===== config.mk =====
export PLATFORM = sky130hd
export DESIGN_NAME = cut_bist_ctrl
export DESIGN_NICKNAME = d
export VERILOG_FILES = /design/src/rtl/bist_pkg.sv /design/src/rtl/galois_reg.sv /design/src/rtl/cut_bist_ctrl.sv
export SDC_FILE = /design/constraint.sdc
export NUM_CORES = 1
export LEC_CHECK = 0
export BUFFER_PORTS_ARGS = -buffer_cell sky130_fd_sc_hd__buf_2
export CAP_MARGIN = 20
export CORE_MARGIN = 2
export CORE_UTILIZATION = 53
export DETAILED_ROUTE_END_ITERATION = 10
export PLACE_DENSITY = 0.79
export SKIP_LAST_GASP = 1
export SLEW_MARGIN = 20
export SYNTH_ARGS = -nofsm -noshare
export SYNTH_HDL_FRONTEND = slang
export SYNTH_HIERARCHICAL = 1
export SYNTH_SLANG_ARGS = --single-unit

===== constraint.sdc =====
create_clock -name CK -period 4.3 [get_ports CK]
set_clock_uncertainty 0.15 [all_clocks]
set_input_delay 0.645 -clock CK [delete_from_list [all_inputs] [get_ports CK]]
set_output_delay 0.645 -clock CK [all_outputs]
set_load 0.02 [all_outputs]

===== src/rtl/bist_pkg.sv =====
// Shared definitions for the logic-BIST controller: FSM state encoding and Galois step.
// Latency: n/a (types and a pure function only).
// Backpressure: n/a.
package bist_pkg;

    typedef enum logic [2:0] {
        IDLE  = 3'd0,
        LOAD  = 3'd1,
        RUN   = 3'd2,
        DRAIN = 3'd3,
        DONE  = 3'd4
    } state_t;

    // Widest shift register the helper below handles; callers zero-extend into it.
    localparam int GALOIS_MAX_W = 64;

    // One Galois (right-shifting) step: shift toward bit 0 and, if the bit
    // shifted out was 1, XOR the feedback mask in. Bits at or above `width`
    // are forced to zero so a narrow register never picks up stray bits.
    function automatic logic [GALOIS_MAX_W-1:0] galois_step(
        input logic [GALOIS_MAX_W-1:0] value,
        input logic [GALOIS_MAX_W-1:0] mask,
        input int                      width
    );
        logic [GALOIS_MAX_W-1:0] keep;
        if (width >= GALOIS_MAX_W) begin
            keep = '1;
        end else begin
            keep = (64'd1 << width) - 64'd1;
        end
        return ((value >> 1) ^ (value[0] ? mask : '0)) & keep;
    endfunction

endpackage


===== src/rtl/galois_reg.sv =====
// Width-parametrised Galois shift register with parallel load and an injection input (LFSR or MISR).
// Latency: 1 cycle from load/step to q; nxt is the combinational next value.
// Backpressure: none; q holds whenever neither load nor step is asserted.
//
// Ports:
//   CK, RN      clock, asynchronous active-low reset (q -> 0)
//   load        q <= load_val (has priority over step)
//   load_val    parallel load value
//   step        q <= galois_step(q) ^ inj
//   inj         word XORed in on a step (tie to 0 for a plain LFSR)
//   q           register value
//   nxt         value q takes at the next edge
module galois_reg
    import bist_pkg::*;
#(
    parameter int           W    = 16,
    parameter logic [W-1:0] MASK = '0
) (
    input  logic         CK,
    input  logic         RN,
    input  logic         load,
    input  logic [W-1:0] load_val,
    input  logic         step,
    input  logic [W-1:0] inj,
    output logic [W-1:0] q,
    output logic [W-1:0] nxt
);

    logic [GALOIS_MAX_W-1:0] stepped;
    logic                    unused_stepped_hi;

    assign stepped = galois_step(GALOIS_MAX_W'(q), GALOIS_MAX_W'(MASK), W);
    // Upper bits are always zero for W < GALOIS_MAX_W; fold them away.
    assign unused_stepped_hi = ^stepped;

    always_comb begin
        nxt = q;
        if (load) begin
            nxt = load_val;
        end else if (step) begin
            nxt = stepped[W-1:0] ^ inj;
        end
    end

    always_ff @(posedge CK or negedge RN) begin
        if (!RN) begin
            q <= '0;
        end else begin
            q <= nxt;
        end
    end

endmodule


===== src/rtl/cut_bist_ctrl.sv =====
// Logic-BIST controller: LFSR drives a CUT for num_pat patterns, MISR compacts responses, signature vs golden.
// Latency: 1 (LOAD) + num_pat (RUN) + max(CUT_LAT,1) (DRAIN) cycles from start to done.
// Backpressure: none; start is only sampled in IDLE and DONE waits for start to drop before returning to IDLE.
//
// Ports:
//   CK, RN      clock, asynchronous active-low reset
//   start       begin a run (IDLE only); abort returns to IDLE from any state
//   seed        LFSR seed (0 is replaced by all-ones), num_pat pattern count, golden expected signature
//   cut_in      stimulus to the CUT (LFSR register), cut_out CUT response
//   busy        LOAD/RUN/DRAIN; done/pass result flags; signature MISR register; pat_cnt patterns issued
module cut_bist_ctrl
    import bist_pkg::*;
#(
    parameter int                N_IN      = 22,
    parameter int                N_OUT     = 1,
    parameter int                MISR_W    = 16,
    parameter logic [N_IN-1:0]   LFSR_POLY = 22'h200001,
    parameter logic [MISR_W-1:0] MISR_POLY = 16'hB400,
    parameter int                PAT_W     = 16,
    parameter int                CUT_LAT   = 0
) (
    input  logic              CK,
    input  logic              RN,
    input  logic              start,
    input  logic              abort,
    input  logic [N_IN-1:0]   seed,
    input  logic [PAT_W-1:0]  num_pat,
    input  logic [MISR_W-1:0] golden,
    output logic [N_IN-1:0]   cut_in,
    input  logic [N_OUT-1:0]  cut_out,
    output logic              busy,
    output logic              done,
    output logic              pass,
    output logic [MISR_W-1:0] signature,
    output logic [PAT_W-1:0]  pat_cnt
);

    // DRAIN is CUT_LAT cycles long, but never shorter than one cycle.
    localparam logic [2:0] DRAIN_LAST = (CUT_LAT == 0) ? 3'd0 : 3'(CUT_LAT - 1);

    state_t            state;
    logic [PAT_W-1:0]  pat_total;
    logic [2:0]        drain_cnt;
    logic              tap;

    logic              lfsr_load;
    logic              lfsr_step;
    logic [N_IN-1:0]   lfsr_seed;
    logic [N_IN-1:0]   lfsr_q;
    logic [N_IN-1:0]   lfsr_nxt_unused;

    logic              misr_step;
    logic [MISR_W-1:0] misr_inj;
    logic [MISR_W-1:0] misr_q;
    logic [MISR_W-1:0] misr_nxt;

    // An all-zero seed would lock the LFSR at zero.
    assign lfsr_seed = (seed == '0) ? '1 : seed;

    // abort freezes every datapath register on the edge it is seen.
    assign lfsr_load = (state == LOAD) && !abort;
    assign lfsr_step = (state == RUN) && !abort;
    assign misr_step = tap && !abort;
    assign misr_inj  = MISR_W'(cut_out);

    galois_reg #(
        .W    (N_IN),
        .MASK (LFSR_POLY)
    ) u_lfsr (
        .CK       (CK),
        .RN       (RN),
        .load     (lfsr_load),
        .load_val (lfsr_seed),
        .step     (lfsr_step),
        .inj      ('0),
        .q        (lfsr_q),
        .nxt      (lfsr_nxt_unused)
    );

    galois_reg #(
        .W    (MISR_W),
        .MASK (MISR_POLY)
    ) u_misr (
        .CK       (CK),
        .RN       (RN),
        .load     (lfsr_load),
        .load_val ('0),
        .step     (misr_step),
        .inj      (misr_inj),
        .q        (misr_q),
        .nxt      (misr_nxt)
    );

    assign cut_in    = lfsr_q;
    assign signature = misr_q;

    // Valid pipe: tracks which cycles carry a CUT response for an applied
    // pattern. With no CUT registers the RUN flag itself qualifies cut_out.
    generate
        if (CUT_LAT == 0) begin : g_no_pipe
            assign tap = (state == RUN);
        end else begin : g_pipe
            logic [CUT_LAT-1:0] vpipe;
            always_ff @(posedge CK or negedge RN) begin
                if (!RN) begin
                    vpipe <= '0;
                end else if (abort || state == LOAD) begin
                    vpipe <= '0;
                end else begin
                    vpipe <= CUT_LAT'({vpipe, (state == RUN)});
                end
            end
            assign tap = vpipe[CUT_LAT-1];
        end
    endgenerate

    always_ff @(posedge CK or negedge RN) begin
        if (!RN) begin
            state     <= IDLE;
            pat_cnt   <= '0;
            pat_total <= '0;
            drain_cnt <= '0;
            busy      <= 1'b0;
            done      <= 1'b0;
            pass      <= 1'b0;
        end else if (abort && state != IDLE) begin
            state <= IDLE;
            busy  <= 1'b0;
            done  <= 1'b0;
        end else begin
            case (state)
                IDLE: begin
                    if (start) begin
                        state <= LOAD;
                        busy  <= 1'b1;
                        done  <= 1'b0;
                        pass  <= 1'b0;
                    end
                end
                LOAD: begin
                    pat_cnt   <= '0;
                    pat_total <= num_pat;
                    drain_cnt <= '0;
                    state     <= (num_pat == '0) ? DRAIN : RUN;
                end
                RUN: begin
                    pat_cnt <= pat_cnt + PAT_W'(1);
                    if (pat_cnt == pat_total - PAT_W'(1)) begin
                        state <= DRAIN;
                    end
                end
                DRAIN: begin
                    if (drain_cnt == DRAIN_LAST) begin
                        state <= DONE;
                        busy  <= 1'b0;
                        done  <= 1'b1;
                        // The last response may be absorbed on this same
                        // edge, so compare against the MISR's next value.
                        pass  <= (misr_nxt == golden);
                    end else begin
                        drain_cnt <= drain_cnt + 3'd1;
                    end
                end
                DONE: begin
                    if (!start) begin
                        state <= IDLE;
                    end
                end
                default: begin
                    state <= IDLE;
                    busy  <= 1'b0;
                    done  <= 1'b0;
                end
            endcase
        end
    end

endmodule

Word level (Yosys, flattened, before mapping)
Cells that the tools add are included.

operators by class
  eq/ne operators = 14
  bitwise gates (word level) = 4
  multiplexer cells = 27
  reductions and logical operators = 20
  $add $sub $neg = 3

operators by type and width
  cell                     count
  $mux W22                 4
  $mux W16                 3
  $eq A16 B16 Y1           2
  $pmux W16 S2             1
  $logic_not A22 Y1        1
  $xor A21 B22 Y22         1
  $mux W3                  6
  $add A16 B1 Y16 const B  1
  $logic_not A16 Y1        1
  $sub A16 B1 Y16 const B  1
  $xor A15 B16 Y16         1
  $xor A16 B1 Y16          1
  $pmux W3 S5              1
  $ne A3 B3 Y1 const B     3
  $mux W1                  8
  $reduce_and A4 Y1        2
  $reduce_bool A2 Y1       4
  $eq A3 B2 Y1 const B     2
  $logic_not A3 Y1         2
  $ne A2 B2 Y1 const B     3
  $pmux W1 S3              2
  $pmux W3 S2              1
  $reduce_and A3 Y1        2
  $reduce_and A2 Y1        2
  11 further kinds         13

storage, ports and cells
  output and inout bits = 57
  bits of input ports = 59
  bits in registers = 79
  logic and storage cells = 77

Logic depth before layout (Yosys ltp)
Gate-level depths: netlist of the first run.

  word-level depth = 8
  mapped depth = 13
  gate-level depth less buffers = 11

Hierarchy
Netlist of the first run, hierarchy kept.

by module, submodules not included
  module                area an instance (um2)  instances  cells each  seq. area each (um2)
  cut_bist_ctrl         2,880.3                 1          329         1,026.0
  galois_reg at u_lfsr  1,217.4                 1          120         550.5
  galois_reg at u_misr  903.4                   1          86          400.4

Worst setup path after synthesis of the first run
Ideal clock, no wire load.

  kind = in2reg
  from = in abort
  to = reg pass
  data required time = 4.055 ns
  library setup time = 0.095 ns
  arrival time = 3.110 ns
  slack = 0.945 ns
  stages on the path = 11
  path buffers = 2
  cell sequence = clkbuf_1 nor3_1 clkbuf_1 nand3b_1 mux2i_1 a211o_2 xnor2_1 nand4_1 nor4_1 nand4_1 o31ai_1

on the way
  elaborated cells on any way between the ends = 11
  those cells by class = eq/ne: 1; mux: 4; bitwise: 1; reduce/logical: 5

RTL lines
  what                    line                  source
  start: declaration      cut_bist_ctrl.sv:25   input logic abort,
  $logic_not A1 Y1        cut_bist_ctrl.sv:61   assign lfsr_load = (state == LOAD) && !abort;
  $logic_and A1 B1 Y1     cut_bist_ctrl.sv:61
  named net lfsr_load     cut_bist_ctrl.sv:46   logic lfsr_load;
  $mux W16                galois_reg.sv:38      if (load) begin
  named net misr_nxt[13]  cut_bist_ctrl.sv:55   logic [MISR_W-1:0] misr_nxt;
  $eq A16 B16 Y1          cut_bist_ctrl.sv:159  pass <= (misr_nxt == golden);
  $mux W1                 cut_bist_ctrl.sv:153  if (drain_cnt == DRAIN_LAST) begin
  $pmux W1 S2             cut_bist_ctrl.sv:131  case (state)
  end signal: assignment  cut_bist_ctrl.sv:159
  end: declaration        cut_bist_ctrl.sv:33   output logic pass,

The timed path passes the listed nets, and every way through them passes these cells. The select of a mux whose other input is x is not followed.
A chain may end at the register's enable or synchronous reset.

Worst setup path after layout of the first run
  from = reg state[1]
  to = reg pass

on the way
  cells in the longest elaborated chain, start to end = 7
  elaborated cells on any way between the ends = 18
  those cells by class = eq/ne: 6; mux: 4; bitwise: 1; reduce/logical: 7

ends and longest elaborated chain
  what                      line                  source
  start: declaration        cut_bist_ctrl.sv:41   state_t state;
  start signal: assignment  cut_bist_ctrl.sv:144  state <= (num_pat == '0) ? DRAIN : RUN;
  $eq A3 B2 Y1              --
  $logic_and A1 B1 Y1       --
  named net lfsr_step       cut_bist_ctrl.sv:47   logic lfsr_step;
  $mux W16                  galois_reg.sv:40      end else if (step) begin
  $mux W16                  galois_reg.sv:38
  named net misr_nxt[10]    cut_bist_ctrl.sv:55
  $eq A16 B16 Y1            cut_bist_ctrl.sv:159
  $mux W1                   cut_bist_ctrl.sv:153
  $pmux W1 S2               cut_bist_ctrl.sv:131

The timed path passes the listed nets, and every way through them passes these cells. The select of a mux whose other input is x is not followed.

==> run metrics, run 1 <==
run status=complete, no violations; Vias/cell=approximately 5.5; FF/Latch Area=slightly below 2000 um^2; total I/O pin count=~120; overall track demand over capacity in global routing=24.2%; highest net fanout along the worst path=11; CTS tree=done; maximum number of pins on one net before global-route repair=80; signal arrival time at the worst endpoint=around 3.4 ns; data required time at the worst endpoint=4.41 ns; Final Cycle Share=approximately three quarters; Ant. Diodes=0; pwr dens=roughly 620 nW/um^2; fill cell total of the finished layout=~760; P&R area growth vs syn=20.8%; final design area excluding fillers=~6000 um^2; leading register cell type out of synthesis=dfrtp_1; min cycle time layout=approximately 3.3 ns; average wire length per cell after detail routing=approximately 15 um; Core Box Area=9200 um^2; multi-input combinational cell area=roughly 3100 um^2; H-tree depth=3; Post-CTS Repair Setup Buffers=0; number of vias in the routed layout=about 4400; WHS=between 0.15 and 0.2 ns; root cell of the clock tree=clkbuf_8; GP Congestion=0.843; most frequent cells in the layout=114 x buf_2, 79 x dfrtp_1, 59 x nand2_1, 53 x conb_1, 50 x o21ai_0; syn_area_per_cell=~9.3 um^2; via count of the first global-routing pass=between 4000 and 5000; Sinks on Clock Net=between 70 and 80; RSZ-0062 raised after global routing=no; Fin Setup TNS=0 ns; detailed placer's ending HPWL=~8.8 mm; Die Y-Extent=around 100 um; initial standard-cell utilization of the core=a little over half; final net count=roughly 750; count of max-cap constraint violations=0; Max transition margin=42.0%; CTS hold repair buffers=0; Total Die Area=~10000 um^2; aggregate routed wire length=12.1 mm; wire length of the first global-routing pass=approximately 20 mm; Worst setup SP type=flop; async set-reset flop share out of synthesis=between 90% and 100%; total gr overflow=0; width of the die=101 um; final antenna-violating net count=0; post-layout utilization of the core=about two thirds; Distinct cells, synth=58; Setup-failing EPs final=0; Initial DRC Count=between 150 and 200; count of input and output buffers=between 100 and 150; fraction of final layout cells with drive strength greater than 1=between 20% and 30%; Yosys warning total=6; post-detailed-placement cell area=~6000 um^2; hold crit path type=input pin to asynchronous set/reset pin; site row count=35; critical path type=flop to flop; initial antenna violation count=0; DR DRC count=0; count of flip-flops with a built-in enable after synthesis=0; number of flip-flops and latches in the synthesized netlist=between 70 and 80; most frequent standard cell in the layout excluding fill and tap cells=buf_2; static leakage=2.77 nW; timing-limited maximum frequency=~0.3 GHz; number of cells upsized or downsized after cts=0; Least-Margin Pin Slew=around 0.86 ns; Netlist Area Pre-Place=between 5000 and 6000 um^2; clock slew at reported path FFs=about 0.08 ns; detailed-routing iteration count for the pre-antenna-repair pass=5; Inserted Clock Buffers=9; element type at the critical path end=flop; total chip power=around 3.8 mW; insertion delay to the later sink of the worst-skew pair=0.35 ns; instance count of the mapped netlist=approximately 540; maximum buffer depth of the clock tree=2; final slew viol count=0; Peak VDD IR=0.360 mV; final hold violation count=0; sequential element share of the synthesized area=between 30% and 40%
==> registers in the layout, indices dropped and copies added, names as in the netlist <==
| signal | count |
|---|---|
| state | 3 |
| u_misr/q | 16 |
| pass | 1 |
| drain_cnt | 3 |
| done | 1 |
| pat_cnt | 16 |
| u_lfsr/q | 22 |
| busy | 1 |
| pat_total | 16 |
==> stage by stage <==
| stage | cells | setup slack (ns) |
|---|---|---|
| floorplan | 587 | 0.945 |
| global placement | 790 | 0.890 |
| detailed placement | 790 | 0.760 |
| CTS | 804 | 1.03 |
| global route | 804 | 0.790 |
| finish | 804 | 1.03 |
==> worst max-delay path, stage by stage, from the launching register on <==
cell and delay [ns]:
dfrtp_1 0.57, nand2b_1 0.16, or3_1 0.36, inv_2 0.25, buf_4 0.26, nor2_1 0.08, a221o_2 0.38, xnor2_1 0.16
nand4_1 0.11, nor4_1 0.35, nand4_1 0.14, o31ai_1 0.20
==> cell usage after synthesis, types with 4 or more instances <==
cell type / instances / area share [%]
dfrtp_1: 79 / 40
nand2_1: 59 / 4.4
o21ai_0: 50 / 5.0
xor2_1: 41 / 7.2
mux2i_1: 38 / 7.6
xnor2_1: 31 / 5.4
or2_2: 24 / 3.0
clkbuf_1: 17 / 1.3
nor2_1: 17 / 1.3
nor4_1: 15 / 1.9
mux2_2: 14 / 3.2
a21oi_1: 13 / 1.3
o21ai_1: 13 / 1.3
nor3_1: 12 / 1.2
nand4_1: 9 / 1.1
nand3_1: 7 / 0.70
a31oi_1: 6 / 0.75
buf_2: 6 / 0.60
inv_1: 6 / 0.45
nor2b_1: 6 / 0.75
and3_1: 5 / 0.63
and4b_1: 4 / 0.80
buf_4: 4 / 0.60
ha_1: 4 / 1.0
nand2b_1: 4 / 0.50
nand3b_1: 4 / 0.60
==> routing by layer <==
metal / wire (um) / global-route usage (%) / part of all wire, % / vias to the layer above
met1: 5390 / 32.4 / 45 / 2086
met5: 0 / 0 / 0 / -
li1: - / - / - / 2165
met4: 148 / 7.90 / 1.2 / 0
met2: 5850 / 39.9 / 49 / 158
met3: 669 / 4.35 / 5.6 / 15
==> kinds of logic after synthesis <==
family / after synthesis / synth area share (%)
AND/OR/NAND/NOR: 188 / 20.7
AO/OA/AOI/OAI: 103 / 12.0
flip-flops: 79 / 39.5
XOR/XNOR: 72 / 12.6
multiplexers: 52 / 10.8
buffers and inverters: 36 / 3.30
adder cells (fa/ha/maj): 4 / 1.00
other: 1 / 0.0750
==> power by group <==
part	switching, mW	internal [mW]
clock network	0.271	0.318
logic	1.00	0.777
registers	0.369	1.03
total	1.64	2.13
==> layout make-up <==
cell class                 count  share of cell area, %
timing repair buffer         121                   10.4
sequential                    79                   32.7
clock inverter                 5                   1.24
inverter                       7                  0.435
tap                          111                   2.30
clock buffer                   9                   2.05
multi-input combinational    472                   50.9
==> path summary, 6_finish.rpt <==
kind                                          endpoint  cells after the start                 start  slack [ns]
max in group asynchronous       u_lfsr/q[10]$_DFF_PN0_                      1                    RN        3.31
min in group CK                       pass$_DFFE_PN0P_                      2      pass$_DFFE_PN0P_        0.38
worst min-delay path              state[1]$_DFFE_PN0P_                      1                    RN        0.17
worst max-delay path                  pass$_DFFE_PN0P_                     11  state[1]$_DFFE_PN0P_        1.03
worst max register to register        pass$_DFFE_PN0P_                     11  state[1]$_DFFE_PN0P_        1.03
worst min register to register        pass$_DFFE_PN0P_                      2      pass$_DFFE_PN0P_        0.38
No activity file was read; power rests on OpenSTA's default activity.
==> run 2, diff against run 1 <==
Clock period 4.3 ns to 3.3 ns, I/O delays scaled along.
==> run 2 against run 1 <==
  * Cell count increased by 0.87%
  * Core utilization up 0.30 points
  * Sequential share of layout area is 0.15 points lower
  * Worst hold slack worse by 0.14 ns
  * Clock power grew 24%
  * Wire length rose by 0.60%
  * Combinational power grew 33%
  * Register-to-register slack got worse by 0.77 ns
==> run metrics, run 2 (synthesis results as in run 1) <==
run status=complete, no violations; Critical Path Max Stage Delay=0.51 ns (-0.06 ns); P&R area growth vs syn=21.4%; wire length of the first global-routing pass=20.2 mm (+1.7%); aggregate routed wire length=12.1 mm (+0.60%); most frequent cells in the layout=114 x buf_2, 79 x dfrtp_1, 59 x nand2_1, 53 x conb_1, 50 x o21ai_0; endpoint of the worst register-to-register path=pass$_DFFE_PN0P_; GP Congestion=0.830 (-1.6%); setup slack on the worst flop-to-flop path=0.26 ns (-0.77 ns); Die Y-Extent=101 um (unchanged); H-tree depth=3 (unchanged); Total Die Area=10200 um^2 (unchanged); fill cell total of the finished layout=780 (+3.2%); Sinks on Clock Net=79 (unchanged); insertion delay to the later sink of the worst-skew pair=0.36 ns (about the same); data required time at the worst endpoint=3.41 ns (-1.00 ns); pwr dens=807 nW/um^2 (+29%); post-layout utilization of the core=66.0% (+0.30 points); total I/O pin count=116 (unchanged); Top Family by Delay on Critical Path=simple AND/OR/NAND/NOR gates; count of input and output buffers=115 (unchanged); detailed placer's ending HPWL=8.92 mm (+1.8%); initial standard-cell utilization of the core=54.4% (unchanged); count of cells along the worst register-to-register path=10 (-1); site row count=35 (unchanged); highest net fanout along the worst path=13 (+2); number of cells upsized or downsized after cts=0 (unchanged); Ant. Diodes=0 (unchanged); final net count=758 (+0.66%); Core Box Area=9200 um^2 (unchanged); CP Buf/Inv Count=0 (-2); final hold violation count=0 (unchanged); maximum number of pins on one net before global-route repair=80 (unchanged); hold crit path type=input pin to asynchronous set/reset pin; most frequent standard cell in the layout excluding fill and tap cells=buf_2; root cell of the clock tree=clkbuf_8; detailed-routing iteration count for the pre-antenna-repair pass=4 (-1); number of vias in the routed layout=4370 (-1.2%); DR DRC count=0 (unchanged); Inserted Clock Buffers=9 (unchanged); RSZ-0062 raised after global routing=no; cell with the most instances on the worst path=nand4_1; Fin Setup TNS=0 ns (unchanged); Post-CTS Repair Setup Buffers=0 (unchanged); count of max-cap constraint violations=0 (unchanged); total gr overflow=0 (unchanged); worst r2r src=state[2]$_DFFE_PN0P_; Setup-failing EPs final=0 (unchanged); final design area excluding fillers=6070 um^2 (+0.46%); average wire length per cell after detail routing=14.9 um (-0.27%); fraction of final layout cells with drive strength greater than 1=27.6% (+0.73 points); total chip power=4.90 mW (+30%); Critical-path top delay cell=dfrtp_1; post-detailed-placement cell area=5870 um^2 (+0.64%); critical path, cell by cell=nand2b_1 -> nor3_2 -> or3b_1 -> mux2i_1 -> a211o_2 -> xnor2_1 -> nand4_1 -> nor4_1 -> nand4_1 -> o31ai_1; max FFs per register=22 (unchanged); WHS=0.0254 ns (-0.144 ns); signal arrival time at the worst endpoint=3.15 ns (-0.24 ns); critical path type=flop to flop; final antenna-violating net count=0 (unchanged); min cycle time layout=3.04 ns (-0.234 ns); Vias/cell=5.39 (-2.1%); static leakage=2.79 nW (+0.57%); clock slew at reported path FFs=0.08 ns (about the same); initial antenna violation count=0 (unchanged); maximum buffer depth of the clock tree=2 (unchanged); Initial DRC Count=166 (+7.8%); Worst setup SP type=flop; Max transition margin=39.4% (-2.6 points); element type at the critical path end=flop; via count of the first global-routing pass=4286 (+4.0%); overall track demand over capacity in global routing=24.6% (+0.41 points); CP Depth=10 (-1); CTS tree=done; CTS hold repair buffers=0 (unchanged); Final Cycle Share=92.1% (+16 points); Peak VDD IR=0.452 mV (+26%); timing-limited maximum frequency=0.329 GHz (+7.7%); Least-Margin Pin Slew=0.902 ns (+0.0388 ns); final slew viol count=0 (unchanged); width of the die=101 um (unchanged); top register by number of flip-flops=u_lfsr/q
==> run 2: changes by cell type in the layout (fill, tap and decap cells not counted) <==
cell	before	now
bufinv_16	2	1
nor4_2	1	2
nor4_4	1	0
clkbuf_8	9	10
buf_4	6	11
clkinvlp_4	0	2
==> run 2: worst reg2reg max path, stage by stage, from the launching register on <==
cell	delay [ns]
dfrtp_1	0.51
nand2b_1	0.23
nor3_2	0.41
or3b_1	0.25
mux2i_1	0.08
a211o_2	0.32
xnor2_1	0.14
nand4_1	0.10
nor4_1	0.39
nand4_1	0.15
o31ai_1	0.22
==> run 2: per-stage QoR <==
| step | worst slack [ns] | std cells |
|---|---|---|
| 2_1_floorplan | 0.0946 | 587 |
| 4_1_cts | 0.274 | 811 |
| 5_1_grt | 0.0718 | 811 |
| 6_report | 0.260 | 811 |
| 3_3_place_gp | 0.199 | 795 |
| 3_5_place_dp | 0.0544 | 795 |
==> run 2: worst max path at each step <==
| stage | start | to | slack [ns] |
|---|---|---|---|
| after floorplan | abort | pass$_DFFE_PN0P_ | 0.09 |
| after global placement | abort | pass$_DFFE_PN0P_ | 0.20 |
| after detailed placement | abort | pass$_DFFE_PN0P_ | 0.05 |
| after CTS | state[2]$_DFFE_PN0P_ | pass$_DFFE_PN0P_ | 0.27 |
| after global routing | state[2]$_DFFE_PN0P_ | pass$_DFFE_PN0P_ | 0.07 |
| final | state[2]$_DFFE_PN0P_ | pass$_DFFE_PN0P_ | 0.26 |
==> run 2: area by class of cell <==
type,instances,area (um^2),area share (%)
clock inverters,6,60.1,0.989
inverters,7,26.3,0.433
multi-input cells,472,3070,50.5
repair buffers,126,664,10.9
well taps,111,139,2.29
flip-flops and latches,79,1980,32.6
clock buffers,10,138,2.27
==> run 2: power by group <==
| group | internal (mW) | switching, mW |
|---|---|---|
| combinational | 1.03 | 1.33 |
| clock | 0.366 | 0.365 |
| sequential | 1.34 | 0.463 |
==> run 2: layer usage <==
metal	track usage, %	vias up	wire length (um)
met3	4.62	18	565
li1	-	2155	-
met1	32.5	2067	5500
met4	6.76	0	171
met2	41.6	130	5880
met5	0	-	0
==> run 3, diff against run 2 <==
Settings changed: RECOVER_POWER set to 25.
==> run 3 against run 2 <==
  * The run now ends with capacitance limit, slew limit left
  * Clock power about the same
  * Fmax is 0.68% lower
  * Core utilization fell by 0.068 points
  * Global-route usage did not move
  * Critical endpoint unchanged
  * Worst setup slack lost 0.021 ns
  * Register-to-register slack got worse by 0.02 ns
  * Combinational power barely moved
  * Critical path depth is the same
  * Clock-buffer cell count unchanged
  * Via count rose by 0.48%
  * Largest cell class unchanged
==> run metrics, run 3 (synthesis results as in run 1) <==
run status=finished with violations; failing checks=capacitance limit, slew limit; Critical-path top delay cell=dfrtp_1; maximum number of pins on one net before global-route repair=80 (unchanged); overall track demand over capacity in global routing=24.6% (unchanged); Worst setup SP type=flop; top register by number of flip-flops=u_lfsr/q; final cell count without fillers=811 (unchanged); grt met3 use=4.62% (unchanged); post-layout utilization of the core=65.9% (-0.068 points); Sinks on Clock Net=79 (unchanged); timing-limited maximum frequency=0.327 GHz (-0.68%); fraction of final layout cells with drive strength greater than 1=27.6% (unchanged); layer carrying the most global-route usage=met2; detailed placer's ending HPWL=8.92 mm (unchanged); internal power=2.74 mW (about the same); fill cell total of the finished layout=782 (+0.26%); max FFs per register=22 (unchanged); most frequent standard cell in the layout excluding fill and tap cells=buf_2; DR DRC count=0 (unchanged); Setup WS pre-CTS=0.0544 ns (unchanged); final slew viol count=80 (+80); final net count=758 (unchanged); Inst Count DP=795 (unchanged); Sw Share=44.1% (about the same); RSZ-0062 raised after global routing=no; initial antenna violation count=0 (unchanged); Setup-failing EPs final=0 (unchanged); hold crit path type=input pin to flop; Seq pwr share=36.9% (about the same); H-tree depth=3 (unchanged); power share of the combinational group=48.1% (about the same); least setup slack across all paths after layout=0.239 ns (-0.0209 ns); total chip power=4.89 mW (about the same); total I/O pin count=116 (unchanged); critical path, cell by cell=nand2b_1 -> nor3_2 -> or3b_1 -> mux2i_1 -> a211o_2 -> xnor2_1 -> nand4_1 -> nor4_1 -> nand4_1 -> o31ai_1; average wire length per cell after detail routing=14.9 um (-0.24%); count of input and output buffers=115 (unchanged); count of max-cap constraint violations=1 (+1); clock slew at reported path FFs=0.08 ns (about the same); number of cells upsized or downsized after cts=0 (unchanged); post-detailed-placement cell area=5870 um^2 (unchanged); CTS hold repair buffers=0 (unchanged); aggregate routed wire length=12.1 mm (-0.24%); final antenna-violating net count=0 (unchanged); met1 track utilization from global routing=32.5% (unchanged); data required time at the worst endpoint=3.41 ns (about the same); CTS tree=done; total gr overflow=0 (unchanged); Initial DRC Count=166 (unchanged); site row count=35 (unchanged); most frequent cells in the layout=114 x buf_2, 79 x dfrtp_1, 59 x nand2_1, 53 x conb_1, 50 x o21ai_0; number of vias in the routed layout=4391 (+0.48%); Vias/cell=5.41 (+0.48%); Post-CTS Repair Setup Buffers=0 (unchanged); P&R area growth vs syn=21.2%; initial standard-cell utilization of the core=54.4% (unchanged); Die Y-Extent=101 um (unchanged); final hold violation count=0 (unchanged); Fin Setup TNS=0 ns (unchanged); Max transition margin=-31.8% (-71 points); Least-Margin Pin Slew=1.98 ns (+1.07 ns); via count of the first global-routing pass=4286 (unchanged); final design area excluding fillers=6060 um^2 (-0.10%); GP Congestion=0.830 (unchanged); pwr dens=807 nW/um^2 (about the same); Peak VDD IR=0.453 mV (about the same); WHS=0.242 ns (+0.217 ns); insertion delay to the later sink of the worst-skew pair=0.36 ns (about the same); detailed-routing iteration count for the pre-antenna-repair pass=5 (+1); signal arrival time at the worst endpoint=3.17 ns (+0.02 ns); min cycle time layout=3.06 ns (+0.0209 ns); element type at the critical path end=flop; Core Box Area=9200 um^2 (unchanged); width of the die=101 um (unchanged); clock group share of total power=14.9% (about the same); Final Cycle Share=92.8% (+0.63 points); root cell of the clock tree=clkbuf_8; Ant. Diodes=0 (unchanged); Inserted Clock Buffers=9 (unchanged); static leakage=2.78 nW (about the same); wire length of the first global-routing pass=20.2 mm (unchanged); critical path type=flop to flop; Critical Path Max Stage Delay=0.51 ns (about the same); met2 Usage GRT=41.6% (unchanged); cell with the most instances on the worst path=nand4_1; highest net fanout along the worst path=13 (unchanged); Total Die Area=10200 um^2 (unchanged); P_sw=2.16 mW (about the same); maximum buffer depth of the clock tree=2 (unchanged)
-- run 3: cell count changes in the layout (fill, tap and decap cells not counted) --
cell / before / now
clkbuf_2: 0 / 1
buf_6: 1 / 0
-- run 3: power by group through the flow --
| stage | clock network [mW] | registers (mW) | logic (mW) |
|---|---|---|---|
| after CTS | 0.756 | 1.80 | 2.36 |
| after floorplan | 0 | 1.98 | 1.48 |
| final | 0.730 | 1.81 | 2.36 |
| after detailed placement | 0 | 1.81 | 2.35 |
| after global placement | 0 | 1.79 | 2.27 |
| after global routing | 0.793 | 1.87 | 2.60 |
-- run 3: area by class of cell --
type / count / area, um^2 / share of cell area (%)
Timing Repair Buffer: 126 / 658 / 10.9
Clock inverter: 6 / 60.1 / 0.991
Sequential cell: 79 / 1980 / 32.6
Tap cell: 111 / 139 / 2.29
Clock buffer: 10 / 138 / 2.27
Multi-Input combinational cell: 472 / 3070 / 50.6
Inverter: 7 / 26.3 / 0.433
-- run 3: path summary, 6_finish.rpt --
check / start / end / slack [ns] / cells past startpoint
setup / recovery: state[2]$_DFFE_PN0P_ / pass$_DFFE_PN0P_ / 0.24 / 10
max in group asynchronous: RN / pat_cnt[0]$_DFFE_PN0P_ / 1.29 / 1
hold / removal: num_pat[8] / pat_total[8]$_DFFE_PN0P_ / 0.24 / 2
setup reg to reg: state[2]$_DFFE_PN0P_ / pass$_DFFE_PN0P_ / 0.24 / 10
hold reg to reg: pass$_DFFE_PN0P_ / pass$_DFFE_PN0P_ / 0.38 / 2
min in group asynchronous: RN / busy$_DFFE_PN0P_ / 0.55 / 1
-- run 3: worst max-delay path: cells and delay by family (launching register included) --
| family | cells | cell delay [ns] |
|---|---|---|
| flip-flops | 1 | 0.51 |
| XOR/XNOR | 1 | 0.14 |
| multiplexers | 1 | 0.08 |
| AO/OA/AOI/OAI | 2 | 0.54 |
| AND/OR/NAND/NOR | 6 | 1.55 |
-- run 3: layer usage --
metal  share of wire, %  vias to the layer above
li1                   -                     2158
met1                 45                     2077
met2                 49                      136
met5                  0                        -
met3                4.4                       20
met4                1.5                        0
